$ cat config.mk
export PLATFORM = sky130hd
export DESIGN_NAME = tlu_trig_scheduler
export DESIGN_NICKNAME = d
export VERILOG_FILES = /design/src/rtl/tlu_trig_scheduler.sv
export SDC_FILE = /design/constraint.sdc
export NUM_CORES = 1
export LEC_CHECK = 0
export ABC_AREA = 1
export BUFFER_PORTS_ARGS = -buffer_cell sky130_fd_sc_hd__buf_2
export CORE_MARGIN = 5
export CORE_UTILIZATION = 60
export CTS_CLUSTER_SIZE = 24
export DETAILED_ROUTE_END_ITERATION = 10
export PLACE_DENSITY = 0.95
export SYNTH_ARGS = -nofsm -noshare
export SYNTH_HDL_FRONTEND = slang
export SYNTH_SLANG_ARGS = --single-unit
$ cat constraint.sdc
create_clock -name SYS_CLK -period 5.93 [get_ports SYS_CLK]
set_clock_uncertainty 0.2 [all_clocks]
set_input_delay 1.186 -clock SYS_CLK [delete_from_list [all_inputs] [get_ports SYS_CLK]]
set_output_delay 1.186 -clock SYS_CLK [all_outputs]
set_load 0.01 [all_outputs]
$ cat src/rtl/tlu_trig_scheduler.sv
// Trigger scheduler: accepts coincidence/test requests, issues one trigger pulse
// with a fresh TRIG_ID when all enabled DUT channels are ready, waits for READY
// to return (with optional timeout), then holds off for a programmable dead time.
module tlu_trig_scheduler #(
   parameter int N_DUT = 6,
   parameter int ID_W  = 32
) (
   input  logic             SYS_CLK,
   input  logic             SYS_RST_N,
   input  logic             START,
   input  logic             STOP,
   input  logic             TRIG_REQ,
   input  logic             TEST_TRIG,
   input  logic [N_DUT-1:0] CONF_EN_OUTPUT,
   input  logic [15:0]      CONF_TIME_OUT,
   input  logic [15:0]      CONF_DEADTIME,
   input  logic [ID_W-1:0]  CONF_MAX_TRIG,
   input  logic [N_DUT-1:0] DUT_READY,
   input  logic             RECORD_FULL,
   output logic             TRIG_OUT,
   output logic [ID_W-1:0]  TRIG_ID,
   output logic             RECORD_WR,
   output logic             RUNNING,
   output logic             BUSY,
   output logic [ID_W-1:0]  SKIP_CNT,
   output logic [7:0]       TIMEOUT_CNT,
   output logic [7:0]       LOST_CNT
);

   typedef enum logic [1:0] {
      IDLE     = 2'd0,
      WAIT_RDY = 2'd1,
      DEAD     = 2'd2,
      DONE     = 2'd3
   } state_t;

   localparam logic [ID_W-1:0] ID_ONE = {{(ID_W-1){1'b0}}, 1'b1};

   state_t      state;
   state_t      state_nxt;
   logic [15:0] to_cnt;
   logic [15:0] dead_cnt;
   logic        req;
   logic        allrdy;
   logic        limit_hit;
   logic        accept;
   logic        skip;
   logic        to_hit;

   assign req    = TRIG_REQ | TEST_TRIG;
   assign allrdy = ((DUT_READY & CONF_EN_OUTPUT) == CONF_EN_OUTPUT);
   // TRIG_ID advances once per issued trigger and clears on START, so it doubles
   // as the issued-trigger count for the limit comparison.
   assign limit_hit = (CONF_MAX_TRIG != '0) && (TRIG_ID == CONF_MAX_TRIG);
   assign BUSY      = (state != IDLE);

   // State register
   always_ff @(posedge SYS_CLK) begin
      if (!SYS_RST_N) begin
         state <= IDLE;
      end else begin
         state <= state_nxt;
      end
   end

   // Next-state logic and per-cycle event strobes
   always_comb begin
      state_nxt = state;
      accept    = 1'b0;
      skip      = 1'b0;
      to_hit    = 1'b0;
      case (state)
         IDLE: begin
            if (RUNNING && req && allrdy) begin
               accept    = 1'b1;
               state_nxt = WAIT_RDY;
            end
         end
         WAIT_RDY: begin
            // to_cnt == 0 marks the guard cycle where READY is still stale
            if (to_cnt != 16'd0) begin
               if (allrdy) begin
                  state_nxt = DEAD;
               end else if ((CONF_TIME_OUT != 16'd0) && (to_cnt == CONF_TIME_OUT)) begin
                  to_hit    = 1'b1;
                  state_nxt = DEAD;
               end
            end
         end
         DEAD: begin
            if (dead_cnt == 16'd0) begin
               // a stopped run finishes its sequence back in IDLE
               state_nxt = (limit_hit && RUNNING) ? DONE : IDLE;
            end
         end
         DONE: begin
            state_nxt = DONE;
         end
         default: begin
            state_nxt = IDLE;
         end
      endcase
      skip = RUNNING && req && !accept;
      if (START) begin
         state_nxt = IDLE;
         accept    = 1'b0;
         skip      = 1'b0;
         to_hit    = 1'b0;
      end
   end

   // Sequence timers: READY timeout counter and dead-time countdown
   always_ff @(posedge SYS_CLK) begin
      if (!SYS_RST_N) begin
         to_cnt   <= 16'd0;
         dead_cnt <= 16'd0;
      end else begin
         if (state_nxt == WAIT_RDY && state != WAIT_RDY) begin
            to_cnt <= 16'd0;
         end else if (state == WAIT_RDY && to_cnt != 16'hffff) begin
            to_cnt <= to_cnt + 16'd1;
         end
         if (state_nxt == DEAD && state != DEAD) begin
            dead_cnt <= CONF_DEADTIME;
         end else if (state == DEAD && dead_cnt != 16'd0) begin
            dead_cnt <= dead_cnt - 16'd1;
         end
      end
   end

   // Trigger outputs, run flag, trigger ID and event counters
   always_ff @(posedge SYS_CLK) begin
      if (!SYS_RST_N) begin
         TRIG_OUT    <= 1'b0;
         RECORD_WR   <= 1'b0;
         RUNNING     <= 1'b0;
         TRIG_ID     <= '0;
         SKIP_CNT    <= '0;
         TIMEOUT_CNT <= 8'd0;
         LOST_CNT    <= 8'd0;
      end else begin
         TRIG_OUT  <= accept;
         RECORD_WR <= accept;
         if (START) begin
            RUNNING     <= !STOP;
            TRIG_ID     <= '0;
            SKIP_CNT    <= '0;
            TIMEOUT_CNT <= 8'd0;
            LOST_CNT    <= 8'd0;
         end else begin
            if (STOP || (state == DEAD && state_nxt == DONE)) begin
               RUNNING <= 1'b0;
            end
            if (TRIG_OUT) begin
               TRIG_ID <= TRIG_ID + ID_ONE;
            end
            if (skip) begin
               SKIP_CNT <= SKIP_CNT + ID_ONE;
            end
            if (to_hit && TIMEOUT_CNT != 8'hff) begin
               TIMEOUT_CNT <= TIMEOUT_CNT + 8'd1;
            end
            if (RECORD_WR && RECORD_FULL && LOST_CNT != 8'hff) begin
               LOST_CNT <= LOST_CNT + 8'd1;
            end
         end
      end
   end

endmodule

* Word level (Yosys, flattened, before mapping)
Cells that the tools add are included.
** Storage, ports and cells
- Logic and storage cells :: 80
- Bits in registers :: 116
- Bits of input ports :: 83
** Cells by class
- Reductions and logical operators :: 28
- Bitwise operators :: 3
- Equal/unequal tests :: 14
- Muxes and demuxes :: 20
- Add/subtract/negate cells :: 6
** Operators by type and width (number)
- 32-bit by 1-bit adder with 32-bit output, second input constant :: 2
- 16-bit nonzero test :: 3
- 32-bit equality test :: 1
- 16-bit two-way mux :: 2
- 32-bit nonzero test :: 1
- 16-bit by 1-bit adder with 16-bit output, second input constant :: 1
- 8-bit by 1-bit adder with 8-bit output, second input constant :: 2
- 16-bit equality test :: 1
- 16-bit zero test :: 1
- 16-bit inequality test, second input constant :: 1
- 8-bit inequality test, second input constant :: 2
- 16-bit by 1-bit subtractor with 16-bit output, second input constant :: 1
- 1-bit logical AND :: 14
- 2-bit two-way mux :: 7
- 1-bit two-way mux :: 10
- 2-bit equality test, second input constant :: 4
- 2-bit case mux with 4 select lines :: 1
- 6-bit bitwise AND :: 1
- 6-bit equality test :: 1
- 2-bit nonzero test :: 3
- 2-bit by 1-bit equality test with 1-bit output, second input constant :: 2
- 2-bit OR reduction :: 2
- 1-bit zero test :: 2
- 2-bit zero test :: 1
- 5 further kinds :: 5

* Logic depth before layout (Yosys ltp)
Gate-level depths: netlist of run 1.
- Depth in word-level cells :: 12
- Mapped depth :: 17

* Worst setup path before layout of run 1
No wires, ideal clock.
- Kind :: input to register
- Start :: in CONF_EN_OUTPUT[0]
- End :: reg to_cnt[15]
- Data arrival time :: 2.428 ns
- Stages :: 11
- Path buffers :: 1
- Required time :: 5.616 ns
- Setup slack :: 3.188 ns
- Cell sequence :: inv_1 > nor2_1 > nor3_1 > nand3_1 > a21oi_1 > nand3_1 > nor2_1 > nand2_1 > nand2_2 > buf_6 > nor2_1
** On the way
- Cells in the longest elaborated chain, start to end :: 9
- Elaborated cells between the ends (all ways) :: 11
- Those cells by class :: 2 x eq/ne; 5 x mux; 1 x bitwise; 3 x reduce/logical
** RTL lines
- start: declaration :: RTL line 14 : input logic [N_DUT-1:0] CONF_EN_OUTPUT,
- 6-bit bitwise AND :: RTL line 51 : assign allrdy = ((DUT_READY & CONF_EN_OUTPUT) == CONF_EN_OUTPUT);
- 6-bit equality test (*) :: RTL line 51
- 2-bit two-way mux / 1-bit logical AND (equally long branches) :: RTL line 82, 74
- 2-bit two-way mux (on tied branches) :: RTL line 81, 74
- 2-bit case mux with 4 select lines (*) :: RTL line 72 : case (state)
- 2-bit two-way mux (*) :: RTL line 104 : if (START) begin
- 2-bit by 1-bit equality test with 1-bit output (*) :: RTL line 118 : if (state_nxt == WAIT_RDY && state != WAIT_RDY) begin
- 1-bit logical AND (*) :: RTL line 118
- 2-bit OR reduction (no line) (*)
- end signal: assignment :: RTL line 121 : to_cnt <= to_cnt + 16'd1;
- end: declaration :: RTL line 41 : logic [15:0] to_cnt;
Every way passes the cells marked *; elsewhere a longest branch is shown, timed or not.
A chain may end at the register's enable or synchronous reset.

* Worst setup path in the final report of run 1
- Start :: in SYS_RST_N
- End :: reg SKIP_CNT[3]
** On the way
- Cells in the longest elaborated chain, start to end :: 2
** RTL lines
- start: declaration :: RTL line 9 : input logic SYS_RST_N,
- 1-bit NOT (no line)
- 2-bit OR reduction (no line)
- end signal: assignment :: RTL line 158 : SKIP_CNT <= SKIP_CNT + ID_ONE;
- end: declaration :: RTL line 25 : output logic [ID_W-1:0] SKIP_CNT,
No other way between the ends.

==> results of run 1 <==
-- critical path: stages --
cell	delay, ps
buf_2	120
clkinv_1	450
nor2_2	210
buf_4	420
clkinv_1	950
a31oi_1	510
o21a_1	180
-- final timing paths --
check	end	slack [ps]	depth (start not counted)
setup reg to reg	dead_cnt[15]	3190	17
hold / removal	SKIP_CNT[31]	300	2
setup / recovery	SKIP_CNT[3]	2060	7
hold reg to reg	SKIP_CNT[31]	300	2
-- kinds of logic (layout without fill, tap and decap cells) --
family | count (synthesis) | after routing | share of synthesized area
adder cells (fa/ha/maj) | 8 | 8 | 0.0128
XOR/XNOR | 61 | 61 | 0.0694
flip-flops | 116 | 116 | 0.298
AO/OA/AOI/OAI | 146 | 146 | 0.0981
AND/OR/NAND/NOR | 740 | 740 | 0.411
buffers and inverters | 221 | 396 | 0.111
-- layout by cell type, fill, tap and decap left out, types with 44 or more instances in the layout --
cell type,count
a21oi_1,82
nor2_1,196
o21ai_0,48
xor2_1,44
buf_2,166
nor3_1,62
nand4_1,51
nand2_1,332
nand3_1,53
dfxtp_1,116
inv_1,189
-- through the flow --
step	setup slack (ps)	instances	hold WS, ps
finish	2060	1639	305
global route	1780	1639	324
CTS	2100	1639	299
detailed placement	1750	1607	283
global placement	1800	1607	274
floorplan	3190	1292	285
-- per-layer routing --
layer / wire length (µm) / vias to the layer above / track usage
met4: 680 / 0 / 0.129
met3: 2470 / 65 / 0.0686
met5: 0 / - / 0
met2: 10800 / 467 / 0.500
li1: - / 4466 / -
met1: 9350 / 4034 / 0.386
-- Yosys cell counts, types with 8 or more instances --
| cell type | instances |
|---|---|
| xor2_1 | 44 |
| nor2_1 | 196 |
| inv_1 | 189 |
| nand4_1 | 51 |
| a21oi_1 | 82 |
| xnor2_1 | 16 |
| nor3_1 | 62 |
| ha_1 | 8 |
| nand2_1 | 332 |
| nor4_1 | 14 |
| o21ai_0 | 48 |
| nand3_1 | 53 |
| dfxtp_1 | 116 |
| clkbuf_1 | 12 |
-- flip-flops by register name (all words and copies together), names as in the netlist --
name,cells
SKIP_CNT,32
TRIG_ID,32
dead_cnt,16
to_cnt,16
LOST_CNT,8
TIMEOUT_CNT,8
state,2
RECORD_WR,1
RUNNING,1
-- cell type report --
class | instances | area [µm²]
multi-input cells | 955 | 4620
flip-flops and latches | 116 | 2320
inverters | 195 | 732
repair buffers | 169 | 853
clock inverters | 10 | 130
well taps | 172 | 215
clock buffers | 22 | 464
fillers | 1081 | 3340
-- power groups by stage --
stage / sequential, W / clock [W] / combinational, W
after CTS: 0.000782 / 0.00105 / 0.000116
after global placement: 0.000798 / 0 / 0.000112
after detailed placement: 0.000798 / 0 / 0.000115
after global routing: 0.000781 / 0.00108 / 0.000132
after floorplan: 0.000798 / 0 / 0.0000645
final: 0.000782 / 0.00103 / 0.000118
==> results.sh, run 1 <==
export IMPL_drv_cap=0
export IMPL_endpoint_kind="flop"
export IMPL_status="finished clean"
export IMPL_ios=167
export IMPL_tritoncts="done"
export IMPL_synth_top_cell_by_area="dfxtp_1"
export IMPL_arrival_ps=4030
export IMPL_post_cts_buffers=0
export IMPL_p_sw_w=0.000429
export IMPL_antenna_found_initial=0
export IMPL_ys_types=44
export IMPL_die_h_um=124
export IMPL_core_area_um2=12700
export IMPL_root_buffer="clkbuf_16"
export IMPL_grt_pass1_wl_mm=37.4
export IMPL_final_util=0.737
export IMPL_postRouteAntennaNets=0
export IMPL_setup_viol=0
export IMPL_cts_hold_buf=0
export IMPL_synth_seq_cells=116
export IMPL_synth_edf_count=0
export IMPL_rsz0062_at_grt="no"
export IMPL_wl_mm=23.3
export IMPL_finalHoldViolations=0
export IMPL_numCtsBuffers=17
export IMPL_slew_violations=0
export IMPL_yosys_warnings=0
export IMPL_areaGrowthSynthToFinish_pct=19.6
export IMPL_async_flop_share=0
export IMPL_drive_gt1_frac=0.153
export IMPL_ys_flop_type="dfxtp_1"
export IMPL_dr_pass1_iters=8
export IMPL_syn_inst=1292
export IMPL_fin_nets=1545
export IMPL_min_period_ps=3870
export IMPL_setup_tns_ps=0
export IMPL_dieArea_um2=15400
export IMPL_worstSetupStartpointType="primary input"
export IMPL_swShare=0.222
export IMPL_power_density_nw_per_um2=207
export IMPL_ys_top_cells_by_area="dfxtp_1 (30%), nand2_1 (16%), nor2_1 (9.4%)"
export IMPL_grt_max_degree=47
export IMPL_hp_start="SKIP_CNT[31]"
export IMPL_dpl_hpwl_mm=17.5
export IMPL_grt_util_all_layers=0.305
export IMPL_syn_area_um2=7800
export IMPL_drc=0
export IMPL_p_int_w=0.00150
export IMPL_avgSynthCellArea_um2=6.04
export IMPL_p_total_w=0.00193
export IMPL_rows=41
export IMPL_diodes=0
export IMPL_vias=9032
export IMPL_via_per_inst=5.51
export IMPL_cp_startpoint="SYS_RST_N"
export IMPL_clockBufferDepth=2
export IMPL_min_period_over_period=0.653
export IMPL_seq_power_share=0.405
export IMPL_max_vdd_ir_drop_uv=181
export IMPL_first_global_vias=8172
export IMPL_cts_htree_levels=4
export IMPL_syn_num_nets=1383
export IMPL_fmax_mhz=258
export IMPL_worst_pin_slew_ps=1040
export IMPL_p_leak_nw=4.22
export IMPL_placed_area_um2=8740
export IMPL_clock_sinks=116
export IMPL_power_share_combinational=0.061
export IMPL_fin_area_um2=9340
export IMPL_hp_class="flop to flop"
export IMPL_r2r_start="TRIG_ID[13]"
export IMPL_cts_resized=0
export IMPL_place_gp_congestion=0.991
export IMPL_critPathRequiredTime_ps=6090
export IMPL_io_buffers=166
export IMPL_initial_utilization=0.616
export IMPL_die_w_um=124
export IMPL_crit_fanout=46
export IMPL_synth_seq_area_share=0.298
export IMPL_wire_per_inst_um=14.2
export IMPL_clkLatencyLatePin_ps=420
export IMPL_synth_top_area_frac=0.298
export IMPL_clkTransAtPathRegs_ps=50
export IMPL_drt_initial_drc_count=829
export IMPL_maxSlewHeadroom=0.300
export IMPL_clock_power_share=0.534
export IMPL_grt_overflow=0
export IMPL_path_class="primary input to flop"
No activity file was read; power rests on OpenSTA's default activity.
==> inputs of run 2 (changes only) <==
Settings changed: CORE_UTILIZATION 60 to 56, PLACE_DENSITY 0.95 to 0.91.
Clock period 5.93 ns to 3.6 ns, I/O delays scaled along.
==> results.sh, run 2 (synthesis results as in run 1) <==
export IMPL_fmax_mhz=371
export IMPL_drt_initial_drc_count=716
export IMPL_grt_util_all_layers=0.279
export IMPL_clock_sinks=116
export IMPL_via_per_inst=5.39
export IMPL_fin_cells=1650
export IMPL_p_total_w=0.00324
export IMPL_timing_rr_end="TRIG_ID[30]"
export IMPL_wl_met2_mm=10.5
export IMPL_worstSetupStartpointType="flop"
export IMPL_setup_tns_ps=0
export IMPL_rows=43
export IMPL_clkTransAtPathRegs_ps=50
export IMPL_reg_largest_list="SKIP_CNT (32), TRIG_ID (32)"
export IMPL_path_class="flop to flop"
export IMPL_max_vdd_ir_drop_uv=314
export IMPL_post_cts_buffers=0
export IMPL_hp_class="flop to flop"
export IMPL_ios=167
export IMPL_r2r_start="TRIG_ID[0]"
export IMPL_io_buffers=166
export IMPL_top_layer_used="met4"
export IMPL_path_cells="ha_1, nand3_1, nor2_2, nand2_1, nor2_1, inv_1, nor3_1, nand4_1, nor2_1, nand3_1, o21ai_0, a21oi_1"
export IMPL_drc=0
export IMPL_core_area_um2=13800
export IMPL_worst_pin_slew_ps=602
export IMPL_final_util=0.682
export IMPL_clkLatencyLatePin_ps=420
export IMPL_status="finished clean"
export IMPL_arrival_ps=2800
export IMPL_antenna_found_initial=0
export IMPL_rsz0062_at_grt="no"
export IMPL_slowest_stage="dfxtp_1"
export IMPL_final_common_cell="nand2_1"
export IMPL_wl_met1_mm=9.73
export IMPL_wl_mm=23.1
export IMPL_grt_max_degree=46
export IMPL_reg2reg_slack_ps=910
export IMPL_min_period_ps=2690
export IMPL_cp_startpoint="TRIG_ID[0]"
export IMPL_maxSlewHeadroom=0.595
export IMPL_place_gp_congestion=0.979
export IMPL_crit_cells=12
export IMPL_reg2reg_depth=12
export IMPL_dpl_hpwl_mm=17.8
export IMPL_final_cell_mix="nand2_1 (332), nor2_1 (196), inv_1 (189), buf_2 (166), dfxtp_1 (116)"
export IMPL_finalHoldViolations=0
export IMPL_endpoint="TRIG_ID[30]"
export IMPL_wire_per_inst_um=14.0
export IMPL_grt_overflow=0
export IMPL_slew_violations=0
export IMPL_critPathRequiredTime_ps=3700
export IMPL_seqCellArea_um2=2320
export IMPL_fillers=1268
export IMPL_min_period_over_period=0.748
export IMPL_diodes=0
export IMPL_cp_num_buf_inv=1
export IMPL_power_density_nw_per_um2=345
export IMPL_drv_cap=0
export IMPL_cts_hold_buf=0
export IMPL_initial_utilization=0.567
export IMPL_areaGrowthSynthToFinish_pct=20.3
export IMPL_p_leak_nw=4.25
export IMPL_die_w_um=128
export IMPL_place_inst=1619
export IMPL_fin_nets=1549
export IMPL_dr_pass1_iters=5
export IMPL_max_stage_delay_ps=470
export IMPL_dieArea_um2=16400
export IMPL_cts_htree_levels=4
export IMPL_vias=8899
export IMPL_tritoncts="done"
export IMPL_root_buffer="clkbuf_16"
export IMPL_endpoint_kind="flop"
export IMPL_grt_pass1_wl_mm=37.3
export IMPL_path_delay_family="simple AND/OR/NAND/NOR gates"
export IMPL_multiInputGateArea_um2=4620
export IMPL_setup_viol=0
export IMPL_met3_length_mm=2.29
export IMPL_postRouteAntennaNets=0
export IMPL_die_h_um=128
export IMPL_first_global_vias=8041
export IMPL_crit_fanout=7
export IMPL_numCtsBuffers=17
export IMPL_drive_gt1_frac=0.156
export IMPL_clockBufferDepth=2
export IMPL_cts_resized=0
[run 2: cell types whose count changed in the layout (fill, tap and decap cells not counted), sizes merged]
cell	previous run	this run
buf	169	173
bufinv	3	4
clkbuf	22	20
clkinv	8	10
clkinvlp	2	0
[run 2: metal layers]
layer / global-route usage / up-vias
li1: - / 4456
met5: 0 / -
met4: 0.115 / 0
met3: 0.0471 / 53
met2: 0.454 / 466
met1: 0.366 / 3924
[run 2: metrics by stage]
step | area (µm²) | hold slack (ps) | setup slack [ps]
floorplan | 7800 | 285 | 1320
global placement | 8790 | 272 | 765
detailed placement | 8790 | 280 | 695
CTS | 9390 | 293 | 1010
global route | 9390 | 307 | 643
finish | 9390 | 285 | 907
[run 2: how the worst min path moves through the flow]
stage	slack (ps)	endpoint	depth (start not counted)	startpoint
finish	290	LOST_CNT[2]	1	LOST_CNT[2]
global placement	270	LOST_CNT[2]	1	LOST_CNT[2]
floorplan	290	dead_cnt[5]	2	dead_cnt[5]
CTS	290	LOST_CNT[2]	1	LOST_CNT[2]
detailed placement	280	LOST_CNT[2]	1	LOST_CNT[2]
global route	310	LOST_CNT[0]	1	LOST_CNT[0]
[run 2: area by class of cell]
type                            instances  share of cell area
Clock inverter                         11              0.0169
Multi-Input combinational cell        955               0.492
Clock buffer                           20              0.0476
Inverter                              195              0.0779
Sequential cell                       116               0.247
Timing Repair Buffer                  173              0.0941
Tap cell                              180              0.0240
[run 2: power by group]
part / total (W) / internal (W) / switching, W / leakage (nW)
Sequential: 0.00129 / 0.00129 / 0.00000146 / 0.934
Combinational: 0.000198 / 0.0000770 / 0.000121 / 3.01
Clock: 0.00175 / 0.00116 / 0.000591 / 0.303
==> inputs of run 3 (changes only) <==
Settings changed: ABC_AREA 1 to 0, CORE_UTILIZATION 56 to 48, PLACE_DENSITY 0.91 to 0.86.
Clock period 3.6 ns to 2.3 ns, I/O delays scaled along.
==> results.sh, run 3 <==
export IMPL_cts_htree_levels=4
export IMPL_cts_hold_buf=0
export IMPL_clkTransAtPathRegs_ps=60
export IMPL_dpl_hpwl_mm=14.1
export IMPL_final_util=0.651
export IMPL_ys_types=64
export IMPL_synth_top_cell_by_area="dfxtp_1"
export IMPL_status="finished clean"
export IMPL_grt_max_degree=25
export IMPL_clkLatencyLatePin_ps=420
export IMPL_die_h_um=125
export IMPL_worst_pin_slew_ps=584
export IMPL_dieArea_um2=15700
export IMPL_p_leak_nw=3.59
export IMPL_min_period_ps=2270
export IMPL_avgSynthCellArea_um2=8.48
export IMPL_first_global_vias=6336
export IMPL_clockBufferDepth=2
export IMPL_yosys_warnings=0
export IMPL_drv_cap=0
export IMPL_wl_mm=19.1
export IMPL_core_area_um2=13100
export IMPL_fmax_mhz=441
export IMPL_setup_tns_ps=0
export IMPL_endpoint_kind="flop"
export IMPL_hp_class="primary input to flop"
export IMPL_drive_gt1_frac=0.320
export IMPL_final_cell_mix="buf_2 (166), dfxtp_1 (102), nor2_1 (102), buf_4 (70), xor2_1 (60)"
export IMPL_async_flop_share=0
export IMPL_io_buffers=166
export IMPL_ys_flop_type="dfxtp_1"
export IMPL_syn_inst=750
export IMPL_rows=42
export IMPL_clock_sinks=116
export IMPL_arrival_ps=2380
export IMPL_synth_seq_area_share=0.365
export IMPL_crit_fanout=2
export IMPL_vias=6561
export IMPL_min_period_over_period=0.986
export IMPL_yosys_top_cells_count="dfxtp_1 (116), nor2_1 (103), xnor2_1 (61), xor2_1 (60), nand2_1 (49)"
export IMPL_die_w_um=125
export IMPL_wire_per_inst_um=16.2
export IMPL_reg_largest_list="SKIP_CNT (32), TRIG_ID (32)"
export IMPL_tritoncts="done"
export IMPL_grt_util_all_layers=0.237
export IMPL_power_density_nw_per_um2=576
export IMPL_dr_pass1_iters=6
export IMPL_max_vdd_ir_drop_uv=443
export IMPL_grt_overflow=0
export IMPL_slew_violations=0
export IMPL_critPathRequiredTime_ps=2410
export IMPL_initial_utilization=0.484
export IMPL_postRouteAntennaNets=0
export IMPL_via_per_inst=5.59
export IMPL_syn_num_nets=841
export IMPL_maxSlewHeadroom=0.611
export IMPL_synth_most_common_cell="dfxtp_1"
export IMPL_rsz0062_at_grt="yes"
export IMPL_numCtsBuffers=17
export IMPL_fillers=1072
export IMPL_whs_ps=83.7
export IMPL_final_common_cell="buf_2"
export IMPL_synth_seq_cells=116
export IMPL_finalHoldViolations=0
export IMPL_setup_viol=0
export IMPL_synth_edf_count=0
export IMPL_grt_pass1_wl_mm=30.6
export IMPL_drc=0
export IMPL_antenna_found_initial=1
export IMPL_ys_top_cells_by_area="dfxtp_1 (37%), xnor2_1 (8.4%), xor2_1 (8.3%)"
export IMPL_areaGrowthSynthToFinish_pct=34.5
export IMPL_root_buffer="clkbuf_16"
export IMPL_place_gp_congestion=0.935
export IMPL_ios=167
export IMPL_worstSetupStartpointType="flop"
export IMPL_fin_nets=1075
export IMPL_drt_initial_drc_count=606
export IMPL_path_class="flop to flop"
export IMPL_synth_top_area_frac=0.365
export IMPL_syn_area_um2=6360
[run 3: cell type report]
cell class	count	area, µm²	share of cell area
inverter	24	90.1	0.0105
antenna	1	2.50	0.000292
tap	176	220	0.0257
clock inverter	13	159	0.0186
multi-input combinational	587	3920	0.458
timing repair buffer	238	1390	0.162
clock buffer	19	443	0.0518
sequential	116	2340	0.273
[run 3: repair_timing]
action | 4_1_cts | 5_1_grt
buffers inserted | 0 | 1
cloned | 0 | 0
pin swaps | 4 | 5
setup endpoints to repair | 1 | 24
gates resized for setup | 8 | 20
[run 3: kinds of logic (layout without fill, tap and decap cells)]
logic type,after synthesis,count (layout),synth area share
simple gates,358,358,0.309
xor+xnor,121,121,0.167
flops,116,116,0.365
compound gates,89,89,0.0934
buf+inv,47,294,0.0325
mux,11,11,0.0173
fa+ha+maj,8,8,0.0157
other cells,0,1,0
[run 3: metal layers]
metal  vias up  part of all wire  GRT usage  routed length, µm
met5         -                 0          0                  0
met4         0             0.052      0.136                986
met3        83             0.061     0.0576               1170
met2       262              0.49      0.384               9290
met1      3070              0.40      0.286               7620
li1       3146                 -          -                  -
[run 3: metrics by stage]
stage          power [W]  worst slack (ps)  instance area [µm²]  cells
2_1_floorplan    0.00215              52.8                 6360    750
3_3_place_gp     0.00229              -206                 7840   1140
3_5_place_dp     0.00230              -250                 7840   1140
4_1_cts          0.00497              16.9                 8480   1172
5_1_grt          0.00510              -100                 8560   1174
6_report         0.00493              31.2                 8560   1174
[run 3: critical path, stage by stage, from the launching register on]
cell	delay [ps]
dfxtp_2	330
xnor2_1	180
nand4_1	120
or4_4	550
nor4_2	210
buf_4	170
nand2_1	90
a2111oi_2	310
[run 3: report_power, final]
part / switching (W) / internal [W]
Clock: 0.000939 / 0.00172
Sequential: 0.00000165 / 0.00201
Combinational: 0.000138 / 0.000114
Total: 0.00108 / 0.00385
[run 3: final timing paths]
| path | from | to | slack (ps) | depth (start not counted) |
|---|---|---|---|---|
| max | TRIG_ID[21] | state[0] | 30 | 7 |
| min | CONF_DEADTIME[2] | dead_cnt[2] | 80 | 3 |
| max reg2reg | TRIG_ID[21] | state[0] | 30 | 7 |
| min reg2reg | TIMEOUT_CNT[5] | TIMEOUT_CNT[5] | 290 | 2 |
